$ cat src/rtl/tage_update_ctrl.sv
// tage_update_ctrl
//   Write-back sequencer for a TAGE branch predictor. It accepts one resolved
//   branch per handshake. In the following cycle it updates the provider's
//   saturating counter and useful bits. On a mispredict it allocates an entry
//   in a longer-history component. After every 2^AGE_PERIOD_WIDTH accepted
//   updates it sweeps every index so the tables can halve their useful bits.
//
//   Component 0 is the base bimodal table. Components 1..N_COMPONENTS-1 are tagged.
//
//   Handshake: a request transfers on a rising edge where upd_valid and
//   upd_ready are both 1. upd_ready is a function of state only: it is 1 in
//   IDLE and forced to 0 while rst is high. It never depends on upd_valid.
//   The upd_* fields are sampled only on the transfer edge.
//
//   Ports
//     clk, rst            clock, synchronous active-high reset
//     upd_valid/ready     request handshake
//     upd_taken           actual branch outcome
//     upd_predicted       provider (final) prediction
//     upd_alt_taken       alternate prediction
//     upd_provider_index  providing component (0 = base)
//     upd_ctr             per-component counters read at predict time
//     upd_useful          per-tagged-component useful bits
//     wr_ctr_en/wr_ctr    counter write enable and data, one field per component
//     wr_u_en/wr_u        useful write enable and data, tagged components
//     wr_alloc            one-hot allocate (tag write, weak ctr on wr_ctr, u=0)
//     age_valid/age_index sweep write: halve useful bits at age_index
//
//   Optional feature macro: TAGE_ALLOC_LFSR_EN. When it is defined, a 16-bit
//   LFSR picks the second-smallest free allocation candidate when its bit 0 is set.
//
//   FSM state is visible as the internal signal 'state' (IDLE/WRITE/SWEEP).
module tage_update_ctrl #(
    parameter int N_COMPONENTS     = 5,
    parameter int CTR_WIDTH        = 3,
    parameter int U_WIDTH          = 2,
    parameter int INDEX_WIDTH      = 10,
    parameter int AGE_PERIOD_WIDTH = 18,
    localparam int IW              = $clog2(N_COMPONENTS)
) (
    input  logic                                  clk,
    input  logic                                  rst,
    input  logic                                  upd_valid,
    output logic                                  upd_ready,
    input  logic                                  upd_taken,
    input  logic                                  upd_predicted,
    input  logic                                  upd_alt_taken,
    input  logic [IW-1:0]                         upd_provider_index,
    input  logic [N_COMPONENTS*CTR_WIDTH-1:0]     upd_ctr,
    input  logic [(N_COMPONENTS-1)*U_WIDTH-1:0]   upd_useful,
    output logic [N_COMPONENTS-1:0]               wr_ctr_en,
    output logic [N_COMPONENTS*CTR_WIDTH-1:0]     wr_ctr,
    output logic [N_COMPONENTS-2:0]               wr_u_en,
    output logic [(N_COMPONENTS-1)*U_WIDTH-1:0]   wr_u,
    output logic [N_COMPONENTS-2:0]               wr_alloc,
    output logic                                  age_valid,
    output logic [INDEX_WIDTH-1:0]                age_index
);

    localparam int NT = N_COMPONENTS - 1;
    localparam logic [CTR_WIDTH-1:0] WEAK_TAKEN     = CTR_WIDTH'(1) << (CTR_WIDTH - 1);
    localparam logic [CTR_WIDTH-1:0] WEAK_NOT_TAKEN = ~WEAK_TAKEN;

    typedef enum logic [1:0] {IDLE, WRITE, SWEEP} state_t;

    state_t                          state, state_nxt;
    logic                            req_taken, req_predicted, req_alt;
    logic [IW-1:0]                   req_prov;
    logic [N_COMPONENTS*CTR_WIDTH-1:0] req_ctr;
    logic [NT*U_WIDTH-1:0]           req_useful;
    logic [AGE_PERIOD_WIDTH-1:0]     age_cnt;
    logic                            sweep_pend;
    logic [INDEX_WIDTH-1:0]          age_idx;
    logic                            handshake;

`ifdef TAGE_ALLOC_LFSR_EN
    logic [15:0]                     lfsr;
`endif

    assign upd_ready = (state == IDLE) && !rst;
    assign handshake = upd_valid && upd_ready;
    assign age_valid = (state == SWEEP);
    assign age_index = age_idx;

    function automatic logic [CTR_WIDTH-1:0] ctr_step(input logic [CTR_WIDTH-1:0] c,
                                                      input logic up);
        if (up)
            return (&c) ? c : c + 1'b1;
        else
            return (c == '0) ? c : c - 1'b1;
    endfunction

    function automatic logic [U_WIDTH-1:0] u_step(input logic [U_WIDTH-1:0] u,
                                                  input logic up);
        if (up)
            return (&u) ? u : u + 1'b1;
        else
            return (u == '0) ? u : u - 1'b1;
    endfunction

    // ---------------------------------------------------------------
    // State, request capture, age counter and sweep index
    // ---------------------------------------------------------------
    always_ff @(posedge clk) begin
        if (rst) begin
            state         <= IDLE;
            age_cnt       <= '0;
            age_idx       <= '0;
            sweep_pend    <= 1'b0;
            req_taken     <= 1'b0;
            req_predicted <= 1'b0;
            req_alt       <= 1'b0;
            req_prov      <= '0;
            req_ctr       <= '0;
            req_useful    <= '0;
        end else begin
            state <= state_nxt;
            if (handshake) begin
                req_taken     <= upd_taken;
                req_predicted <= upd_predicted;
                req_alt       <= upd_alt_taken;
                req_prov      <= upd_provider_index;
                req_ctr       <= upd_ctr;
                req_useful    <= upd_useful;
                age_cnt       <= age_cnt + 1'b1;
                // The counter wraps to zero on this handshake exactly when it is all ones now.
                sweep_pend    <= &age_cnt;
            end
            // The sweep index wraps back to 0 on its last step, so it is ready for the next sweep.
            if (state == SWEEP)
                age_idx <= age_idx + 1'b1;
        end
    end

`ifdef TAGE_ALLOC_LFSR_EN
    always_ff @(posedge clk) begin
        if (rst)
            lfsr <= 16'hACE1;
        else if (handshake)
            lfsr <= {lfsr[14:0], lfsr[15] ^ lfsr[13] ^ lfsr[12] ^ lfsr[10]};
    end
`endif

    // ---------------------------------------------------------------
    // Next state
    // ---------------------------------------------------------------
    always_comb begin
        state_nxt = state;
        unique case (state)
            IDLE:    if (handshake) state_nxt = WRITE;
            WRITE:   state_nxt = sweep_pend ? SWEEP : IDLE;
            SWEEP:   if (&age_idx) state_nxt = IDLE;
            default: state_nxt = IDLE;
        endcase
    end

    // ---------------------------------------------------------------
    // Write datapath, driven from the registered request in WRITE only
    // ---------------------------------------------------------------
    logic          mispredict;
    logic          first_found, second_found;
    logic [IW-1:0] first_k, second_k, alloc_k;

    always_comb begin
        mispredict   = (req_predicted != req_taken);
        first_found  = 1'b0;
        second_found = 1'b0;
        first_k      = '0;
        second_k     = '0;

        // Free candidates are components above the provider whose useful bits are zero.
        for (int k = 1; k < N_COMPONENTS; k++) begin
            if (IW'(k) > req_prov && req_useful[(k-1)*U_WIDTH +: U_WIDTH] == '0) begin
                if (!first_found) begin
                    first_found = 1'b1;
                    first_k     = IW'(k);
                end else if (!second_found) begin
                    second_found = 1'b1;
                    second_k     = IW'(k);
                end
            end
        end

`ifdef TAGE_ALLOC_LFSR_EN
        alloc_k = (second_found && lfsr[0]) ? second_k : first_k;
`else
        alloc_k = first_k;
`endif
    end

    always_comb begin
        wr_ctr_en = '0;
        wr_ctr    = '0;
        wr_u_en   = '0;
        wr_u      = '0;
        wr_alloc  = '0;

        if (state == WRITE) begin
            // Provider counter, saturating toward the actual outcome.
            for (int k = 0; k < N_COMPONENTS; k++) begin
                if (req_prov == IW'(k)) begin
                    wr_ctr_en[k] = 1'b1;
                    wr_ctr[k*CTR_WIDTH +: CTR_WIDTH] =
                        ctr_step(req_ctr[k*CTR_WIDTH +: CTR_WIDTH], req_taken);
                end
            end

            // Useful bits move only when the provider disagreed with the alternate.
            if (req_prov != '0 && req_predicted != req_alt) begin
                for (int k = 1; k < N_COMPONENTS; k++) begin
                    if (req_prov == IW'(k)) begin
                        wr_u_en[k-1] = 1'b1;
                        wr_u[(k-1)*U_WIDTH +: U_WIDTH] =
                            u_step(req_useful[(k-1)*U_WIDTH +: U_WIDTH], !mispredict);
                    end
                end
            end

            // On a mispredict, allocate above the provider, or age the blockers if none is free.
            // Both write components above the provider, so they cannot collide with the provider's useful write.
            if (mispredict && req_prov < IW'(NT)) begin
                for (int k = 1; k < N_COMPONENTS; k++) begin
                    if (first_found) begin
                        if (alloc_k == IW'(k)) begin
                            wr_alloc[k-1] = 1'b1;
                            wr_ctr_en[k]  = 1'b1;
                            wr_ctr[k*CTR_WIDTH +: CTR_WIDTH] =
                                req_taken ? WEAK_TAKEN : WEAK_NOT_TAKEN;
                        end
                    end else if (IW'(k) > req_prov) begin
                        wr_u_en[k-1] = 1'b1;
                        wr_u[(k-1)*U_WIDTH +: U_WIDTH] =
                            u_step(req_useful[(k-1)*U_WIDTH +: U_WIDTH], 1'b0);
                    end
                end
            end
        end
    end

endmodule

$ cat config.mk
export PLATFORM = sky130hd
export DESIGN_NAME = tage_update_ctrl
export DESIGN_NICKNAME = d
export VERILOG_FILES = /design/src/rtl/tage_update_ctrl.sv
export SDC_FILE = /design/constraint.sdc
export NUM_CORES = 1
export LEC_CHECK = 0
export BUFFER_PORTS_ARGS = -buffer_cell sky130_fd_sc_hd__buf_4
export CORE_UTILIZATION = 45
export DETAILED_ROUTE_END_ITERATION = 8
export PLACE_DENSITY = 0.68
export SYNTH_ARGS = -nofsm -noshare
export SYNTH_HDL_FRONTEND = slang
export SYNTH_SLANG_ARGS = --single-unit
$ cat constraint.sdc
create_clock -name clk -period 2.7 [get_ports clk]
set_input_delay 0.135 -clock clk [delete_from_list [all_inputs] [get_ports clk]]
set_output_delay 0.135 -clock clk [all_outputs]
set_load 0.02 [all_outputs]
---- Yosys cells after proc, flatten, opt, wreduce, memory -nomap -nowiden ----
Cells that the tools add are included.
W data, S select, Z words.
storage, ports and cells
  register bits ........................... 60
  input bits .............................. 32
  output and inout port bits .............. 48
cells by class
  add/subtract/negate cells ............... 20
  $lt $le $gt $ge ......................... 5
  equal/unequal tests ..................... 14
  multiplexer cells ....................... 109
  reductions and logical operators ........ 33
operators with widths
  cell                     number
  $mux W3                  35
  $mux W2                  27
  $mux W1                  34
  $mux W4                  6
  $mux W8                  3
  $add A18 B1 Y18 const B  1
  $logic_not A3 Y1         6
  $reduce_and A18 Y1       1
  $add A3 B1 Y3 const B    5
  $mux W15                 1
  $reduce_and A3 Y1        5
  $sub A3 B1 Y3 const B    5
  $eq A3 B2 Y1 const B     4
  $mux W12                 1
  $add A10 B1 Y10 const B  1
  $logic_not A2 Y1         5
  $reduce_and A10 Y1       1
  $reduce_and A2 Y1        5
  $add A2 B1 Y2 const B    4
  $logic_and A1 B1 Y1      8
  $sub A2 B1 Y2 const B    4
  $eq A3 B1 Y1 const B     2
  $eq A3 B3 Y1 const B     2
  $gt A2 B3 Y1 const A     2
  12 further kinds         13

---- Logic depth before layout (Yosys ltp) ----
Gate-level depths: netlist of the first run.
  depth in word-level cells ............... 14
  depth in mapped cells ................... 7

---- Worst setup path before layout of the first run ----
OpenSTA, ideal clock, no wires.
  kind .................................... flip-flop to output port
  from .................................... register req_prov[1]
  to ...................................... output wr_u[0]
  arrival time ............................ 1968 ps
  required time ........................... 2565 ps
  path slack .............................. 597 ps
  stages on the path, launching flop included .. 6
  path buffers ............................ 1
  cell sequence ........................... dfxtp_1 -> clkbuf_1 -> nor4_1 -> nor4_1 -> o2bb2a_1 -> a211oi_1
on the way
  longest elaborated chain between the ends .. 9
ends and longest elaborated chain
  element                 RTL line  RTL
  from (decl)             68        logic [IW-1:0] req_prov;
  from (signal assigned)  122       req_prov <= upd_provider_index;
  $gt A1 B3 Y1            173, 230
  $logic_and A1 B1 Y1     173       if (IW'(k) > req_prov && req_useful[(k-1)*U_WIDTH +: U_WIDTH] == '0) begin
  $mux W1 (4 in a row)    173
  $mux W2                 223       if (first_found) begin
  $mux W8 (*)             221       if (mispredict && req_prov < IW'(NT)) begin
  $mux W8 (*)             198       if (state == WRITE) begin
  to (decl)               54        output logic [(N_COMPONENTS-1)*U_WIDTH-1:0] wr_u,
Every way passes the cells marked *; elsewhere a longest branch is shown, timed or not.

---- Final worst setup path of the first run ----
  from .................................... register req_predicted
  to ...................................... output wr_ctr[12]
on the way
  longest elaborated chain between the ends .. 4
ends and longest elaborated chain
  element                 RTL line  RTL
  from (decl)             67        logic req_taken, req_predicted, req_alt;
  from (signal assigned)  120       req_predicted <= upd_predicted;
  $ne A1 B1 Y1            165       mispredict = (req_predicted != req_taken);
  $logic_and A1 B1 Y1     221
  $mux W12                221
  $mux W15                198
  to (decl)               52        output logic [N_COMPONENTS*CTR_WIDTH-1:0] wr_ctr,
No other way between the ends.

==> results of run 1 <==
-- Yosys cell counts, drive strengths merged (6+ instances only) --
library cell / n
nand2: 83
a21oi: 61
dfxtp: 60
nor2: 41
inv: 24
clkbuf: 21
o21ai: 20
ha: 17
nand3: 15
nor3: 13
xnor2: 13
nand2b: 11
xor2: 11
nor4: 9
nand4: 7
mux2i: 6
-- path summary, 6_finish.rpt --
path	cells past startpoint	slack (ns)	from	end
setup / recovery	6	0.25	req_predicted$_SDFFE_PP0P_	wr_ctr[12]
hold / removal	3	0.04	upd_useful[5]	req_useful[5]$_SDFFE_PP0P_
setup reg to reg	4	0.46	state[0]$_SDFFE_PP0P_	age_cnt[16]$_SDFFE_PP0P_
hold reg to reg	2	0.47	req_alt$_SDFFE_PP0P_	req_alt$_SDFFE_PP0P_
-- metal layers --
metal,routed length [um],share of wire
met2,4059,0.47
met5,0,0
met3,423,0.049
met1,4045,0.47
met4,143,0.016
-- state kept, by name, indices dropped and copies added (netlist names) --
signal / flops
age_cnt: 18
age_index: 10
req_alt: 1
req_ctr: 15
req_predicted: 1
req_prov: 3
req_taken: 1
req_useful: 8
state: 2
sweep_pend: 1
-- worst max-delay path, cell delays in order, from the launching register on --
cell and delay (ns):
dfxtp_1 0.42, xnor2_1 0.10, buf_4 0.19, nor2_1 0.36, nand3_1 0.30, o32ai_1 0.39
buf_4 0.21
-- cell type report --
class	instances	share of cell area
Multi-Input combinational cell	363	0.4822
Sequential cell	60	0.2718
Timing Repair Buffer	87	0.1478
Clock buffer	11	0.03199
Tap cell	99	0.02803
Inverter	25	0.02123
Clock inverter	5	0.01699
-- cells by family (layout without fill, tap and decap cells) --
| family | count (synthesis) | after routing | share of synthesized area |
|---|---|---|---|
| and+or+nand+nor | 210 | 210 | 0.2926 |
| AOI/OAI and AO/OA | 105 | 105 | 0.1712 |
| DFF | 60 | 60 | 0.3418 |
| buffers and inverters | 50 | 128 | 0.05376 |
| xor gates and xnor gates | 24 | 24 | 0.05981 |
| adders and majority gates | 17 | 17 | 0.06052 |
| muxes | 7 | 7 | 0.02029 |
-- power groups by stage --
stage / Clock, uW / Sequential [uW] / Combinational, uW
finish: 877 / 939 / 282
global route: 938 / 943 / 314
CTS: 897 / 939 / 282
floorplan: 0 / 948 / 189
detailed placement: 0 / 958 / 280
global placement: 0 / 957 / 274
-- stage by stage --
step,hold WS [ns],setup slack (ns),instances,total power (uW)
after floorplan,0.2710,0.5967,473,1137
after global placement,0.3821,0.5008,634,1231
after detailed placement,0.3944,0.4647,634,1238
after CTS,0.02709,0.1432,650,2118
after global routing,0.03293,0.1019,650,2196
final,0.04036,0.2544,650,2098
==> metrics, run 1 <==
Area contributors post-synth dfxtp_1, nand2_1, a21oi_1; area delta synth->final 25.74%; CTS HTree Levels 3; Leak 0.001789 uW; Worst Setup Start Kind register; cell accounting for the most synthesized area dfxtp_1; Reg power frac 0.448; total setup buffers inserted after CTS 0; WP data arrival 2.31 ns; Synth top area share 0.3418; WL final 8672 um; fillers 706; final instance area approximately 4400 sq um; post-DR vias/cell 5.322; critical path class reg2out; register area 1201 sq um; vias in the first global route 3193; combinational fraction of design power 0.134; Worst slew margin 0.4348; Port Buffers 79; initial antenna violation count 0; Clock Skew 0.006776 ns; Fin Setup TNS 0 ns; maximum fanout along the worst path 18; Hold Crit Class in2reg; post-CTS resize count 0; first-pass GRT wire length ~15000 um; routed len/inst 13.34 um; sequential fraction of the synthesis area 0.3418; switching share of power 0.2522; Psw roughly 530 uW; first-pass detailed-route iteration total 4; crit end category output port; asr flop ratio synth 0; final net count about 600; Final HPWL DP 6240 um; 1st-iter DRT viols 138; Yosys cell types 48; gr usage total 0.2214; Slew @ Worst Pin 0.8427 ns; Clock Sinks 60; Top Usage Layer GRT met2; number of routed nets with antenna violations 0; clock latency at the later pin of the worst-skew pair 0.34 ns; Avg Cell Area, Syn 7.430 sq um; die area 8168 sq um; status complete, no violations; setup violators final 0; P_int between 1500 and 2000 uW; synthesis-stage register bit count 60; Placement Cell Area 4197 sq um; # diodes 0; Hold Buf Count CTS 0; root buf cell clkbuf_8; drc violations 0; Syn Std Cell Area roughly 3500 sq um; gpl congestion 0.8774; Top Ports 80; CTS Buffer Depth 2; fmax between 0.4 and 0.5 GHz; VDD IR max roughly 330 uV; fin crit period 2.446 ns; number of synthesized flops with an enable pin 0; most common cell after layout, fill and taps aside buf_4; met3 Use GR 0.04882; Clk network pwr share 0.418; global route overflow 0; most frequent cells in the layout buf_4, nand2_1, a21oi_1, dfxtp_1, nor2_1; met2 usage 0.3435; Primary FF master, synth dfxtp_1; met1 Use GR 0.2968; Rows 31; largest net degree at the start of global routing 63; share of layout cells above drive strength 1 0.1996; Post-Synthesis Net Count 522; synthesis warning total 0; fin. max-slew vios 0; fin crit share 0.9058; core area around 7400 sq um; Multi-input gate area ~2100 sq um; fin util 0.5965; total clock buffers created by CTS 9; starting density of the core 0.4744; CP required approximately 2.6 ns; pwr/cell area between 400 and 500 nW/um^2; RSZ-0062 raised after global routing false; vias post-DR 3459; CTS tree done; Die W 90.38 um; post-synthesis cell count between 400 and 500; clock slew at reported path FFs 0.07 ns; Vert. Die Dim 90.38 um; final number of hold-violating endpoints 0; number of max-cap violations 0
(Power assumes the default switching activity.)
==> inputs of run 2 (changes only) <==
--- a/config.mk
+++ b/config.mk
@@ -5,6 +5,7 @@
 export SDC_FILE = /design/constraint.sdc
 export NUM_CORES = 1
 export LEC_CHECK = 0
+export ABC_CLOCK_PERIOD_IN_PS = 2700
 export BUFFER_PORTS_ARGS = -buffer_cell sky130_fd_sc_hd__buf_4
 export CORE_UTILIZATION = 45
 export DETAILED_ROUTE_END_ITERATION = 8
==> constraint.sdc (replaced) <==
create_clock -name clk -period 2.7 [get_ports clk]
set_input_delay 0.135 -clock clk [delete_from_list [all_inputs] [get_ports clk]]
set_output_delay 0.135 -clock clk [all_outputs]
set_load 0.01 [all_outputs]
==> run 2 against run 1 <==
Against the previous run:
- clock power is 1% higher
- utilization is 0.10 points lower
- register-to-register slack hardly changed
- critical path depth stayed put
- critical endpoint unchanged
- largest cell class unchanged
- largest power group unchanged
==> metrics, run 2 (synthesis gave the netlist of run 1 again) <==
pwr/cell area 476.4 nW/um^2 (was 474.8 nW/um^2); VDD IR max 289.8 uV (was 332.9 uV); CTS HTree Levels 3 (unchanged); status complete, no violations (unchanged); Reg power frac 0.446 (was 0.448); fin crit period 2.454 ns (was 2.446 ns); WP data arrival 2.32 ns (was 2.31 ns); Leak 0.001783 uW (was 0.001789 uW); Final HPWL DP 6175 um (was 6240 um); Worst slew margin 0.4672 (was 0.4348); first-pass detailed-route iteration total 4 (unchanged); vias post-DR 3468 (was 3459); setup violators final 0 (unchanged); routed len/inst 13.15 um (was 13.34 um); critical path class reg2out (unchanged); total setup buffers inserted after CTS 0 (unchanged); fin util 0.5955 (was 0.5965); starting density of the core 0.4744 (unchanged); 1st-iter DRT viols 199 (was 138); first-pass GRT wire length 14470 um (was 14840 um); Top Ports 80 (unchanged); Clk network pwr share 0.423 (was 0.418); number of max-cap violations 0 (unchanged); fmax 0.4075 GHz (was 0.4089 GHz); Hold Buf Count CTS 0 (unchanged); Clock Sinks 60 (unchanged); area delta synth->final 25.53% (was 25.74%); WL final 8533 um (was 8672 um); reg2reg path depth 4 (unchanged); gr usage total 0.2168 (was 0.2214); fin crit share 0.9088 (was 0.9058); clock slew at reported path FFs 0.07 ns (about the same); Slew @ Worst Pin 0.7944 ns (was 0.8427 ns); Worst Setup SP req_predicted$_SDFFE_PP0P_ (unchanged); maximum fanout along the worst path 18 (unchanged); CTS Buffer Depth 2 (unchanged); Port Buffers 79 (unchanged); min-delay src upd_ctr[2] (was upd_useful[5]); drc violations 0 (unchanged); core area 7408 sq um (unchanged); CP required 2.57 ns (about the same); number of routed nets with antenna violations 0 (unchanged); most frequent cells in the layout buf_4, nand2_1, a21oi_1, dfxtp_1, nor2_1 (unchanged); max FFs per register 18 (unchanged); RSZ-0062 raised after global routing false (unchanged); Fin Setup TNS 0 ns (unchanged); Worst Setup Start Kind register (unchanged); post-DR vias/cell 5.344 (was 5.322); fin. max-slew vios 0 (unchanged); final net count 594 (was 595); P_int 1568 uW (was 1569 uW); Psw 534.0 uW (was 529.2 uW); Hold Crit Class in2reg (unchanged); Rows 31 (unchanged); largest register by flop count age_cnt (unchanged); global route overflow 0 (unchanged); worst flop-to-flop path startpoint state[0]$_SDFFE_PP0P_ (unchanged); clock latency at the later pin of the worst-skew pair 0.34 ns (about the same); Clock Skew 0.007435 ns (was 0.006776 ns); crit end category output port (unchanged); Vert. Die Dim 90.38 um (unchanged); total clock buffers created by CTS 9 (unchanged); fillers 719 (was 706); final number of hold-violating endpoints 0 (unchanged); share of layout cells above drive strength 1 0.1982 (was 0.1996); # diodes 0 (unchanged); switching share of power 0.2541 (was 0.2522); CTS tree done (unchanged); gpl congestion 0.9422 (was 0.8774); die area 8168 sq um (unchanged); root buf cell clkbuf_8 (unchanged); most common cell after layout, fill and taps aside buf_4 (unchanged); vias in the first global route 3158 (was 3193); largest net degree at the start of global routing 63 (unchanged); combinational fraction of design power 0.131 (was 0.134); Die W 90.38 um (unchanged); worst hold path stage count 3 (unchanged); initial antenna violation count 0 (unchanged)
run 2: repair_timing:
action,in CTS,in global routing
endpoints found under the setup margin,0,2
resized for setup,0,1
hold endpoints to repair,0,0
run 2: final timing paths:
check	to	slack, ns
hold reg to reg	state[1]$_SDFFE_PP0P_	0.46
setup / recovery	wr_ctr[12]	0.25
hold / removal	req_ctr[2]$_SDFFE_PP0P_	0.04
setup reg to reg	age_cnt[16]$_SDFFE_PP0P_	0.46
run 2: metal layers:
metal,global-route usage,part of all wire,vias up
li1,-,-,1777
met3,0.03535,0.038,12
met4,0.09274,0.017,0
met1,0.2926,0.48,1597
met2,0.3410,0.47,82
met5,0,0,-
run 2: final cells by class:
cell class	instances	area (sq um)	area share
multi-input cells	363	2131	0.4830
flip-flops and latches	60	1201	0.2723
repair buffers	86	645.6	0.1463
clock buffers	11	141.4	0.03205
well taps	99	123.9	0.02808
inverters	25	93.84	0.02127
clock inverters	5	75.07	0.01702
run 2: critical path, cell delays in order (launching register included):
cell     delay, ns
dfxtp_1       0.41
xnor2_1       0.09
buf_4         0.19
nor2_1        0.38
nand3_1       0.30
o32ai_1       0.42
buf_4         0.19
run 2: power by group through the flow:
stage	clock network, uW	registers [uW]	logic (uW)
global placement	0	957	267
detailed placement	0	958	273
finish	889	938	274
floorplan	0	948	183
CTS	905	938	275
global route	949	943	307
run 2: per-stage QoR:
| stage | cell area, sq um | cells | worst slack [ns] | power, uW | hold slack, ns |
|---|---|---|---|---|---|
| floorplan | 3515 | 473 | 0.7125 | 1131 | 0.2710 |
| global placement | 4189 | 633 | 0.4997 | 1224 | 0.3878 |
| detailed placement | 4189 | 633 | 0.4611 | 1231 | 0.3930 |
| CTS | 4405 | 649 | 0.1265 | 2117 | 0.02484 |
| global route | 4412 | 649 | 0.1034 | 2198 | 0.03582 |
| finish | 4412 | 649 | 0.2463 | 2102 | 0.03748 |
==> inputs of run 3 (changes only) <==
--- a/config.mk
+++ b/config.mk
@@ -10,6 +10,7 @@
 export CORE_UTILIZATION = 45
 export DETAILED_ROUTE_END_ITERATION = 8
 export PLACE_DENSITY = 0.68
+export REMOVE_ABC_BUFFERS = 1
 export SYNTH_ARGS = -nofsm -noshare
 export SYNTH_HDL_FRONTEND = slang
 export SYNTH_SLANG_ARGS = --single-unit
==> run 3 against run 2 <==
Against the previous run:
- die area did not move
- design area barely moved
- critical path type unchanged
- global-route usage rose by 0.23 points
- largest power group unchanged
- clock power rose by 3.3%
- critical endpoint is now wr_u[0]
- hold slack improved by 0.0033 ns
==> metrics, run 3 (synthesis gave the netlist of run 1 again) <==
status complete, no violations (unchanged); crit-path cells nor4_1 -> buf_4 -> nor4_1 -> o2bb2a_1 -> a211oi_1 -> buf_4 (was xnor2_1 -> buf_4 -> nor2_1 -> nand3_1 -> o32ai_1 -> buf_4); Final HPWL DP 6190 um (was 6175 um); fin. max-slew vios 0 (unchanged); max FFs per register 18 (unchanged); final number of hold-violating endpoints 0 (unchanged); Buf/Inv on CP 2 (unchanged); vias in the first global route 3197 (was 3158); CP required 2.57 ns (about the same); Placement Cell Area 4189 sq um (unchanged); setup violators final 0 (unchanged); RSZ-0062 raised after global routing false (unchanged); Worst slew margin 0.5075 (was 0.4672); CP max stage cell nor4_1 (was o32ai_1); Hold Buf Count CTS 0 (unchanged); Fin Setup TNS 0 ns (unchanged); first-pass detailed-route iteration total 4 (unchanged); Port Buffers 79 (unchanged); share of layout cells above drive strength 1 0.1964 (was 0.1982); largest register by flop count age_cnt (unchanged); final net count 594 (unchanged); max incr delay on CP 0.53 ns (was 0.42 ns); post-DR vias/cell 5.305 (was 5.344); fin crit share 0.9187 (was 0.9088); Clock Skew 0.008247 ns (was 0.007435 ns); critical path class reg2out (unchanged); Leak 0.001776 uW (was 0.001783 uW); fin util 0.5958 (was 0.5955); post-CTS resize count 0 (unchanged); vias post-DR 3443 (was 3468); initial antenna violation count 0 (unchanged); crit end category output port (unchanged); routed len/inst 13.24 um (was 13.15 um); die area 8168 sq um (unchanged); 1st-iter DRT viols 155 (was 199); root buf cell clkbuf_8 (unchanged); core area 7408 sq um (unchanged); fmax 0.4031 GHz (was 0.4075 GHz); fillers 728 (was 719); final instance area 4414 sq um (was 4412 sq um); Place WS 0.4606 ns (was 0.4611 ns); Top Ports 80 (unchanged); maximum fanout along the worst path 11 (was 18); pwr/cell area 482.0 nW/um^2 (was 476.4 nW/um^2); drc violations 0 (unchanged); most common cell after layout, fill and taps aside buf_4 (unchanged); gpl congestion 0.8358 (was 0.9422); first-pass GRT wire length 14670 um (was 14470 um); global route overflow 0 (unchanged); Slew @ Worst Pin 0.7343 ns (was 0.7944 ns); most frequent cells in the layout buf_4, nand2_1, a21oi_1, dfxtp_1, nor2_1 (unchanged); Die W 90.38 um (unchanged); total clock buffers created by CTS 9 (unchanged); CTS tree done (unchanged); # diodes 0 (unchanged); post-route setup slack 0.2194 ns (was 0.2463 ns); WP data arrival 2.35 ns (was 2.32 ns); largest net degree at the start of global routing 63 (unchanged); Clock Sinks 60 (unchanged); starting density of the core 0.4744 (unchanged); number of routed nets with antenna violations 0 (unchanged); area delta synth->final 25.60% (was 25.53%); clock slew at reported path FFs 0.07 ns (about the same); VDD IR max 400.8 uV (was 289.8 uV); CTS HTree Levels 3 (unchanged); total setup buffers inserted after CTS 0 (unchanged); clock latency at the later pin of the worst-skew pair 0.34 ns (about the same); Rows 31 (unchanged); WL final 8595 um (was 8533 um); gr usage total 0.2191 (was 0.2168); PnR Total Power 2128 uW (was 2102 uW); fin crit period 2.481 ns (was 2.454 ns); critical path's top delay family simple AND/OR/NAND/NOR gates (unchanged); CTS Buffer Depth 2 (unchanged); Hold Crit Class in2reg (unchanged); number of max-cap violations 0 (unchanged); Vert. Die Dim 90.38 um (unchanged); Worst Setup Start Kind register (unchanged)
## run 3: metrics by stage
stage / instances / hold WS [ns]
after floorplan: 448 / 0.2041
after global placement: 633 / 0.3845
after detailed placement: 633 / 0.3891
after CTS: 649 / 0.03286
after global routing: 649 / 0.04018
final: 649 / 0.04076
## run 3: worst reg2reg max path, stage by stage, from the launching register on
cell and delay, ns:
dfxtp_1 0.36, or4b_4 0.70, or4_4 0.62, or3_1 0.37, a21oi_1 0.12
## run 3: path summary, 6_finish.rpt
kind                            startpoint                          to  slack, ns  depth (start not counted)
setup reg to reg     state[0]$_SDFFE_PP0P_    age_cnt[14]$_SDFFE_PP0P_       0.45                          4
setup / recovery  req_prov[1]$_SDFFE_PP0P_                     wr_u[0]       0.22                          6
hold reg to reg   age_cnt[17]$_SDFFE_PP0P_    age_cnt[17]$_SDFFE_PP0P_       0.47                          1
hold / removal               upd_useful[7]  req_useful[7]$_SDFFE_PP0P_       0.04                          3
## run 3: area by class of cell
type,instances,area (sq um),share of cell area
Sequential cell,60,1201,0.2721
Multi-Input combinational cell,363,2125,0.4813
Clock buffer,11,141.4,0.03203
Inverter,25,93.84,0.02126
Clock inverter,5,83.83,0.01899
Tap cell,99,123.9,0.02806
Timing Repair Buffer,86,645.6,0.1463
## run 3: power breakdown
part / switching, uW / internal (uW)
logic: 151 / 120
registers: 30.8 / 908
clock network: 370 / 548
## run 3: routing by layer
layer	GRT usage	part of all wire
met1	0.2805	0.48
met2	0.3683	0.47
met3	0.04882	0.047
met4	0.06183	0.0081
met5	0	0
